==> src/rtl/uart_tx_arbiter.sv <==
// Packet-locked round-robin arbiter sharing one uart_tx between NUM_REQ byte streams.
// Optional idle-lock timeout is compiled in when ARB_TIMEOUT_EN is defined.
module uart_tx_arbiter #(
    parameter int NUM_REQ        = 4,
    parameter int TIMEOUT_CYCLES = 1024,
    localparam int GW            = (NUM_REQ > 1) ? $clog2(NUM_REQ) : 1
) (
    input  logic                 clk,
    input  logic                 rst_n,
    input  logic [NUM_REQ-1:0]   req_valid,
    input  logic [8*NUM_REQ-1:0] req_data,
    input  logic [NUM_REQ-1:0]   req_last,
    output logic [NUM_REQ-1:0]   req_ready,
    output logic [7:0]           tx_data,
    output logic                 tx_valid,
    input  logic                 tx_ready,
    output logic [GW-1:0]        grant_id,
    output logic                 busy,
    output logic                 timeout_pulse
);

    typedef enum logic [2:0] {
        IDLE   = 3'd0,
        LOCKED = 3'd1,
        ISSUE  = 3'd2,
        SETTLE = 3'd3,
        DRAIN  = 3'd4
    } state_t;

    state_t        state;
    state_t        state_next;
    logic [GW-1:0] rr_ptr;
    logic [GW-1:0] next_ptr;
    logic          last_flag;

    logic          pick_found;
    logic [GW-1:0] pick_id;
    int            idx;

    logic          granted_valid;
    logic          granted_last;
    logic [7:0]    granted_data;
    logic          xfer;
    logic          timeout_hit;

    assign granted_valid = req_valid[grant_id];
    assign granted_last  = req_last[grant_id];
    assign granted_data  = req_data[8*grant_id +: 8];
    assign xfer          = (state == LOCKED) && tx_ready && granted_valid;
    assign next_ptr      = (grant_id == GW'(NUM_REQ - 1)) ? '0 : grant_id + 1'b1;

    // Round-robin search: walking offsets downward leaves the nearest valid
    // requester at or after rr_ptr as the final winner.
    always_comb begin
        // NOTE: every variable gets a default before any branch so no latch is inferred.
        pick_found = 1'b0;
        pick_id    = '0;
        idx        = 0;
        for (int i = NUM_REQ - 1; i >= 0; i--) begin
            idx = int'(rr_ptr) + i;
            if (idx >= NUM_REQ) idx = idx - NUM_REQ;
            if (req_valid[GW'(idx)]) begin
                pick_found = 1'b1;
                pick_id    = GW'(idx);
            end
        end
    end

    // State register
    always_ff @(posedge clk or negedge rst_n) begin
        // NOTE: sequential state uses non-blocking assignments so all flops update together.
        if (!rst_n) state <= IDLE;
        else        state <= state_next;
    end

    // Next-state logic
    always_comb begin
        state_next = state;
        case (state)
            IDLE:    if (tx_ready && pick_found) state_next = LOCKED;
            LOCKED:  begin
                if (xfer)             state_next = ISSUE;
                else if (timeout_hit) state_next = IDLE;
            end
            ISSUE:   state_next = SETTLE;
            SETTLE:  state_next = DRAIN;
            DRAIN:   if (tx_ready) state_next = last_flag ? IDLE : LOCKED;
            default: state_next = IDLE;
        endcase
    end

    // Outputs decoded from state alone, so an async reset drops tx_valid at once.
    always_comb begin
        req_ready = '0;
        tx_valid  = 1'b0;
        case (state)
            LOCKED:  req_ready[grant_id] = tx_ready;
            ISSUE:   tx_valid = 1'b1;
            default: ;
        endcase
    end

    // Grant, round-robin pointer and byte registers
    always_ff @(posedge clk or negedge rst_n) begin
        if (!rst_n) begin
            grant_id  <= '0;
            rr_ptr    <= '0;
            busy      <= 1'b0;
            tx_data   <= 8'h00;
            last_flag <= 1'b0;
        end else begin
            case (state)
                IDLE: begin
                    if (tx_ready && pick_found) begin
                        grant_id <= pick_id;
                        busy     <= 1'b1;
                    end
                end
                LOCKED: begin
                    if (xfer) begin
                        tx_data   <= granted_data;
                        last_flag <= granted_last;
                    end else if (timeout_hit) begin
                        busy   <= 1'b0;
                        rr_ptr <= next_ptr;
                    end
                end
                DRAIN: begin
                    if (tx_ready && last_flag) begin
                        busy   <= 1'b0;
                        rr_ptr <= next_ptr;
                    end
                end
                default: ;
            endcase
        end
    end

`ifdef ARB_TIMEOUT_EN
    localparam int            CW      = (TIMEOUT_CYCLES > 1) ? $clog2(TIMEOUT_CYCLES) : 1;
    localparam logic [CW-1:0] TO_LAST = CW'(TIMEOUT_CYCLES - 1);

    logic [CW-1:0] idle_cnt;
    logic          pulse_q;

    // Counts LOCKED cycles in which the owner has nothing to offer.
    assign timeout_hit   = (state == LOCKED) && !granted_valid && (idle_cnt == TO_LAST);
    assign timeout_pulse = pulse_q;

    always_ff @(posedge clk or negedge rst_n) begin
        if (!rst_n) begin
            idle_cnt <= '0;
            pulse_q  <= 1'b0;
        end else begin
            pulse_q <= timeout_hit;
            if (state != LOCKED || xfer) idle_cnt <= '0;
            else if (!granted_valid)     idle_cnt <= idle_cnt + 1'b1;
        end
    end
`else
    logic unused_timeout_cfg;

    assign timeout_hit        = 1'b0;
    assign timeout_pulse      = 1'b0;
    assign unused_timeout_cfg = (TIMEOUT_CYCLES != 0);
`endif

endmodule
==> config.mk <==
export PLATFORM = sky130hd
export DESIGN_NAME = uart_tx_arbiter
export DESIGN_NICKNAME = d
export VERILOG_FILES = /design/src/rtl/uart_tx_arbiter.sv
export SDC_FILE = /design/constraint.sdc
export NUM_CORES = 1
export LEC_CHECK = 0
export BUFFER_PORTS_ARGS = -buffer_cell sky130_fd_sc_hd__buf_2
export CAP_MARGIN = 0
export CORE_ASPECT_RATIO = 0.9
export CORE_MARGIN = 1.5
export CORE_UTILIZATION = 49
export CTS_CLUSTER_DIAMETER = 120
export DETAILED_ROUTE_END_ITERATION = 16
export PLACE_DENSITY = 0.91
export SLEW_MARGIN = 20
export SYNTH_ARGS = -nofsm -noshare
export SYNTH_HDL_FRONTEND = slang
export SYNTH_SLANG_ARGS = --single-unit
==> constraint.sdc <==
create_clock -name clk -period 3 [get_ports clk]
set_input_delay 0.3 -clock clk [delete_from_list [all_inputs] [get_ports clk]]
set_output_delay 0.3 -clock clk [all_outputs]
set_load 0.1 [all_outputs]
After elaboration in Yosys (flattened, before gate mapping)
Cells that the tools add are included.
W data, S select, Z words.
{"block": "classes", "addsub": 8, "magnitude_cmp": 10, "n_eq_ne": 9, "shifts": 1, "mux": 41, "bitwise_logic": 1, "n_reduce_logical": 12}
{"cell": "$shiftx A32 B6 Y8", "n": 1}
{"cell": "$mux W1", "n": 19}
{"cell": "$mux W2", "n": 9}
{"cell": "$lt A2 B4 Y1 const B", "n": 4}
{"cell": "$pmux W3 S5", "n": 1}
{"cell": "$bmux W1 S2", "n": 6}
{"cell": "$ge A3 B3 Y1 const B", "n": 3}
{"cell": "$mux W3", "n": 3}
{"cell": "$ne A2 B2 Y1 const B", "n": 4}
{"cell": "$sub A2 B1 Y2 const B", "n": 4}
{"cell": "$add A2 B2 Y3 const B", "n": 2}
{"cell": "$eq A3 B2 Y1 const B", "n": 2}
{"cell": "$reduce_and A2 Y1", "n": 3}
{"cell": "$reduce_and A3 Y1", "n": 2}
{"cell": "$logic_and A1 B1 Y1", "n": 5}
{"cell": "$and A4 B4 Y4", "n": 1}
{"cell": "$mux W4", "n": 1}
{"cell": "$add A2 B1 Y3 const B", "n": 1}
{"cell": "$eq A3 B1 Y1 const B", "n": 1}
{"cell": "$eq A3 B3 Y1 const B", "n": 1}
{"cell": "$ge A2 B3 Y1 const B", "n": 1}
{"cell": "$logic_not A3 Y1", "n": 1}
{"cell": "$lt A2 B3 Y1 const B", "n": 1}
{"cell": "$add A2 B1 Y2 const B", "n": 1}
{"cell": "other kinds (5)", "n": 5}
{"block": "totals", "reg_bits": 17, "in_bits": 43, "output_inout_bits": 17, "elab_cells": 88}

Logic depth before layout (Yosys ltp)
{"block": "depth", "ltp_word": 13, "mapped_depth": 6, "ltp_nobuf": 4}

Worst setup path before layout
Ideal clock, no wire load.
{"block": "synth_path", "path_type": "register to output", "from": "reg grant_id[1]", "to": "out req_ready[1]", "t_arrival_ns": 2.202, "required_ns": 2.700, "path_slack_ns": 0.498, "stages_incl_launch_ff": 6, "n_path_buf": 2, "cell_sequence": "dfrtp_1 -> buf_2 -> buf_2 -> inv_1 -> ha_1 -> and2_1"}
{"block": "synth_between", "elab_chain_len": 6, "elab_cells_between_ends": 7, "classes_between": "order compare (2); mux (3); bitwise (1); reduce/logical (1)"}
{"element": "start: declaration", "line": "17", "source": "output logic [GW-1:0] grant_id,"}
{"element": "start signal: assignment", "line": "115", "source": "grant_id <= pick_id;"}
{"element": "$lt A2 B3 Y1 (implied by the code) / $ge A2 B1 Y1 (equally long branches)", "line": "97", "source": "LOCKED: req_ready[grant_id] = tx_ready;"}
{"element": "$logic_and A1 B1 Y1 (implied by the code)", "line": "97"}
{"element": "$mux W1 (implied by the code)", "line": "97"}
{"element": "$demux W1 S2 (*)", "line": "97"}
{"element": "$and A4 B4 Y4 (no source line) (*)"}
{"element": "$mux W4 (*)", "line": "96", "source": "case (state)"}
{"element": "end: declaration", "line": "13", "source": "output logic [NUM_REQ-1:0] req_ready,"}
Mark *: on every way between the ends. The rest lies on a longest branch, timed or not.

Final worst setup path
{"block": "layout_path", "from": "reg grant_id[0]", "to": "out req_ready[2]"}
Same word-level chain as after synthesis.

==> out/metrics.csv <==
metric;value;unit
status;completed;
final_hold_viol_count;0;
port_buffers;58;
maxCapViolCount;0;
cts_resized;0;
yosys_warnings;0;
drv_slew;0;
synth_top_family_by_area;compound AO/OA/AOI/OAI gates;
routabilityCongestion;0.806;
worstMarginPinSlew;608;ps
core.rowCount;17;
numClockSinks;17;
syn_area_per_cell;9.17;um2
yosysTopAreaCellShare;0.346;
ant_nets;0;
synthMuxAreaShare;0.176;
yosys-top-cells-count;mux2i_1, dfrtp_1, nand2_1, nor2_1, o21ai_0;
period_share;0.775;
antenna_found_initial;0;
yosys_most_used_dff;dfrtp_1;
ys_top_cells_by_area;dfrtp_1, mux2i_1, a221o_1;
max_freq;0.430;GHz
leakage;0.768;nW
total_power;1.93;mW
end_kind;primary output;
r2r_cells;5;
synth_xor_area_frac;0;
num_antenna_cells;0;
synth.most_common_cell;mux2i_1;
ys_async_sr_fraction;1.00;
setup_viol;0;
ys_types;34;
synthAdderAreaFrac;0.0407;
firstDrtPassIters;4;
area_delta_synth_final;27.7;%
cts_setup_buffers;0;
fp.dieH;50.5;um
fin_area;1570;um2
dpl_cell_area;1530;um2
grt_overflow;0;
drc;0;
pin_count;60;
crit_start;grant_id[0];
multiInputGateArea;751;um2
initial_core_util;0.507;
path_max_fanout;16;
worstSetupStartpointType;flop;
synthCells;134;
dieArea;2820;um2
r2r_end;tx_data[7];
detail_route.iter0.violations;26;
syn-num-nets;181;
fill_cells;204;
avgRoutedWirePerCell;15.3;um
clockRootBuffer;clkbuf_4;
hold_start;req_data[2];
clk_pin_slew;110;ps
layout-drive-gt1-share;0.365;
required;2700;ps
crit_arrival;2020;ps
clock_latency;300;ps
clock_skew;3.35;ps
vias_per_cell;5.90;
fin_ws;676;ps
htree_levels;1;
netlist_area;1230;um2
dp_slack;1040;ps
min_period;2320;ps
grt_pass1_wl;5280;um
nets;240;
cts_tree;done;
yosys.area_share.simple;0.191;
cts_buffers;3;
reg2reg_from;grant_id[1];
crit_end;req_ready[2];
tns;0;ps
synth-edff-count;0;
synth_top_cell_by_area;dfrtp_1;
relSlewSlack;0.595;
dp_hpwl;2580;um
pwr_density_cell;1230;nW/um2
timing.reg2reg.setup_slack;1080;ps
timing_worst_setup_path_type;flop to primary output;
core_area;2420;um2
min_path_type;primary input to flop;
track_usage;0.237;
ys_ff_latch;17;
vias;1299;
grt_max_degree;18;
grt_setup_unrepaired;false;
synth_seq_area_share;0.346;
grt_pass1_vias;1160;
die_w;55.8;um
peakVddDrop;853;uV
seq_area;425;um2
hold_depth;3;
synth-compound-area-share;0.200;
wl;3380;um
cts_buffer_depth;2;
metrics by stage:
| step | instances | hold slack [ps] | utilization |
|---|---|---|---|
| final | 220 | 323 | 0.647 |
| after global routing | 220 | 342 | 0.647 |
| after CTS | 220 | 331 | 0.647 |
| after detailed placement | 215 | 241 | 0.632 |
| after global placement | 215 | 235 | 0.632 |
| after floorplan | 134 | 4.41 | - |
area by class of cell:
class	instances	share of cell area
flip-flops and latches	17	0.271
clock inverters	1	0.00319
repair buffers	61	0.201
multi-input cells	106	0.478
inverters	4	0.00957
well taps	28	0.0223
clock buffers	3	0.0144
critical path: stages, from the launching register on:
cell and delay, ps:
dfrtp_1 740, inv_1 270, ha_1 280, and2_1 140, buf_2 290
cell families (layout without fill, tap and decap cells):
kind of cell / count (synthesis) / in the layout
AOI/OAI and AO/OA: 34 / 34
adders and majority gates: 4 / 4
buffers and inverters: 11 / 69
DFF: 17 / 17
muxes: 21 / 21
other: 1 / 1
and+or+nand+nor: 46 / 46
placed cells by master (no fill, tap or decap):
cell type      Yosys  routed
mux2i_1           19      19
buf_2              3      58
or4_1              1       1
nor2_1            12      12
nand2b_1           3       3
buf_4              2       2
a221o_1            8       8
nand4b_1           1       1
or4b_2             1       1
nand3_1            3       3
a2bb2oi_1          1       1
o21a_1             2       2
inv_1              4       4
o31ai_1            1       1
clkinv_2           0       1
o41ai_1            1       1
conb_1             1       1
mux2_4             1       1
nand2_1           16      16
nor3_1             1       1
a21oi_1            5       5
o221ai_1           1       1
a21o_1             1       1
o21ai_1            2       2
o22ai_1            2       2
and2_1             5       5
dfrtp_1           17      17
ha_1               4       4
clkbuf_4           0       3
o21ai_4            1       1
mux2_2             1       1
and4bb_4           1       1
dlygate4sd3_1      0       1
nand3_2            1       1
and2b_1            1       1
o21ai_0            9       9
sequential cells by signal, summed over array words and instances (netlist names):
name,flops
busy,1
grant_id,2
last_flag,1
rr_ptr,2
state,3
tx_data,8
where the power goes:
part	total, mW	internal, mW	switching [mW]
clock network	0.132	0.0498	0.0819
logic	1.31	0.349	0.958
registers	0.488	0.334	0.153
total	1.93	0.733	1.19
worst min path at each step:
stage	to
6_report	tx_data[2]
5_1_grt	tx_data[2]
3_5_place_dp	busy
4_1_cts	state[2]
3_3_place_gp	rr_ptr[0]
2_1_floorplan	busy
metal layers:
| metal | share of wire | track usage |
|---|---|---|
| met5 | 0 | 0 |
| met4 | 0.017 | 0.0813 |
| met3 | 0.045 | 0.0180 |
| met2 | 0.53 | 0.431 |
| met1 | 0.41 | 0.297 |
what timing repair did:
item,CTS,global route
endpoints found under the setup margin,0,0
hold buffers,1,0
hold endpoints to repair,17,0
Power figures use the tool's default switching activity.
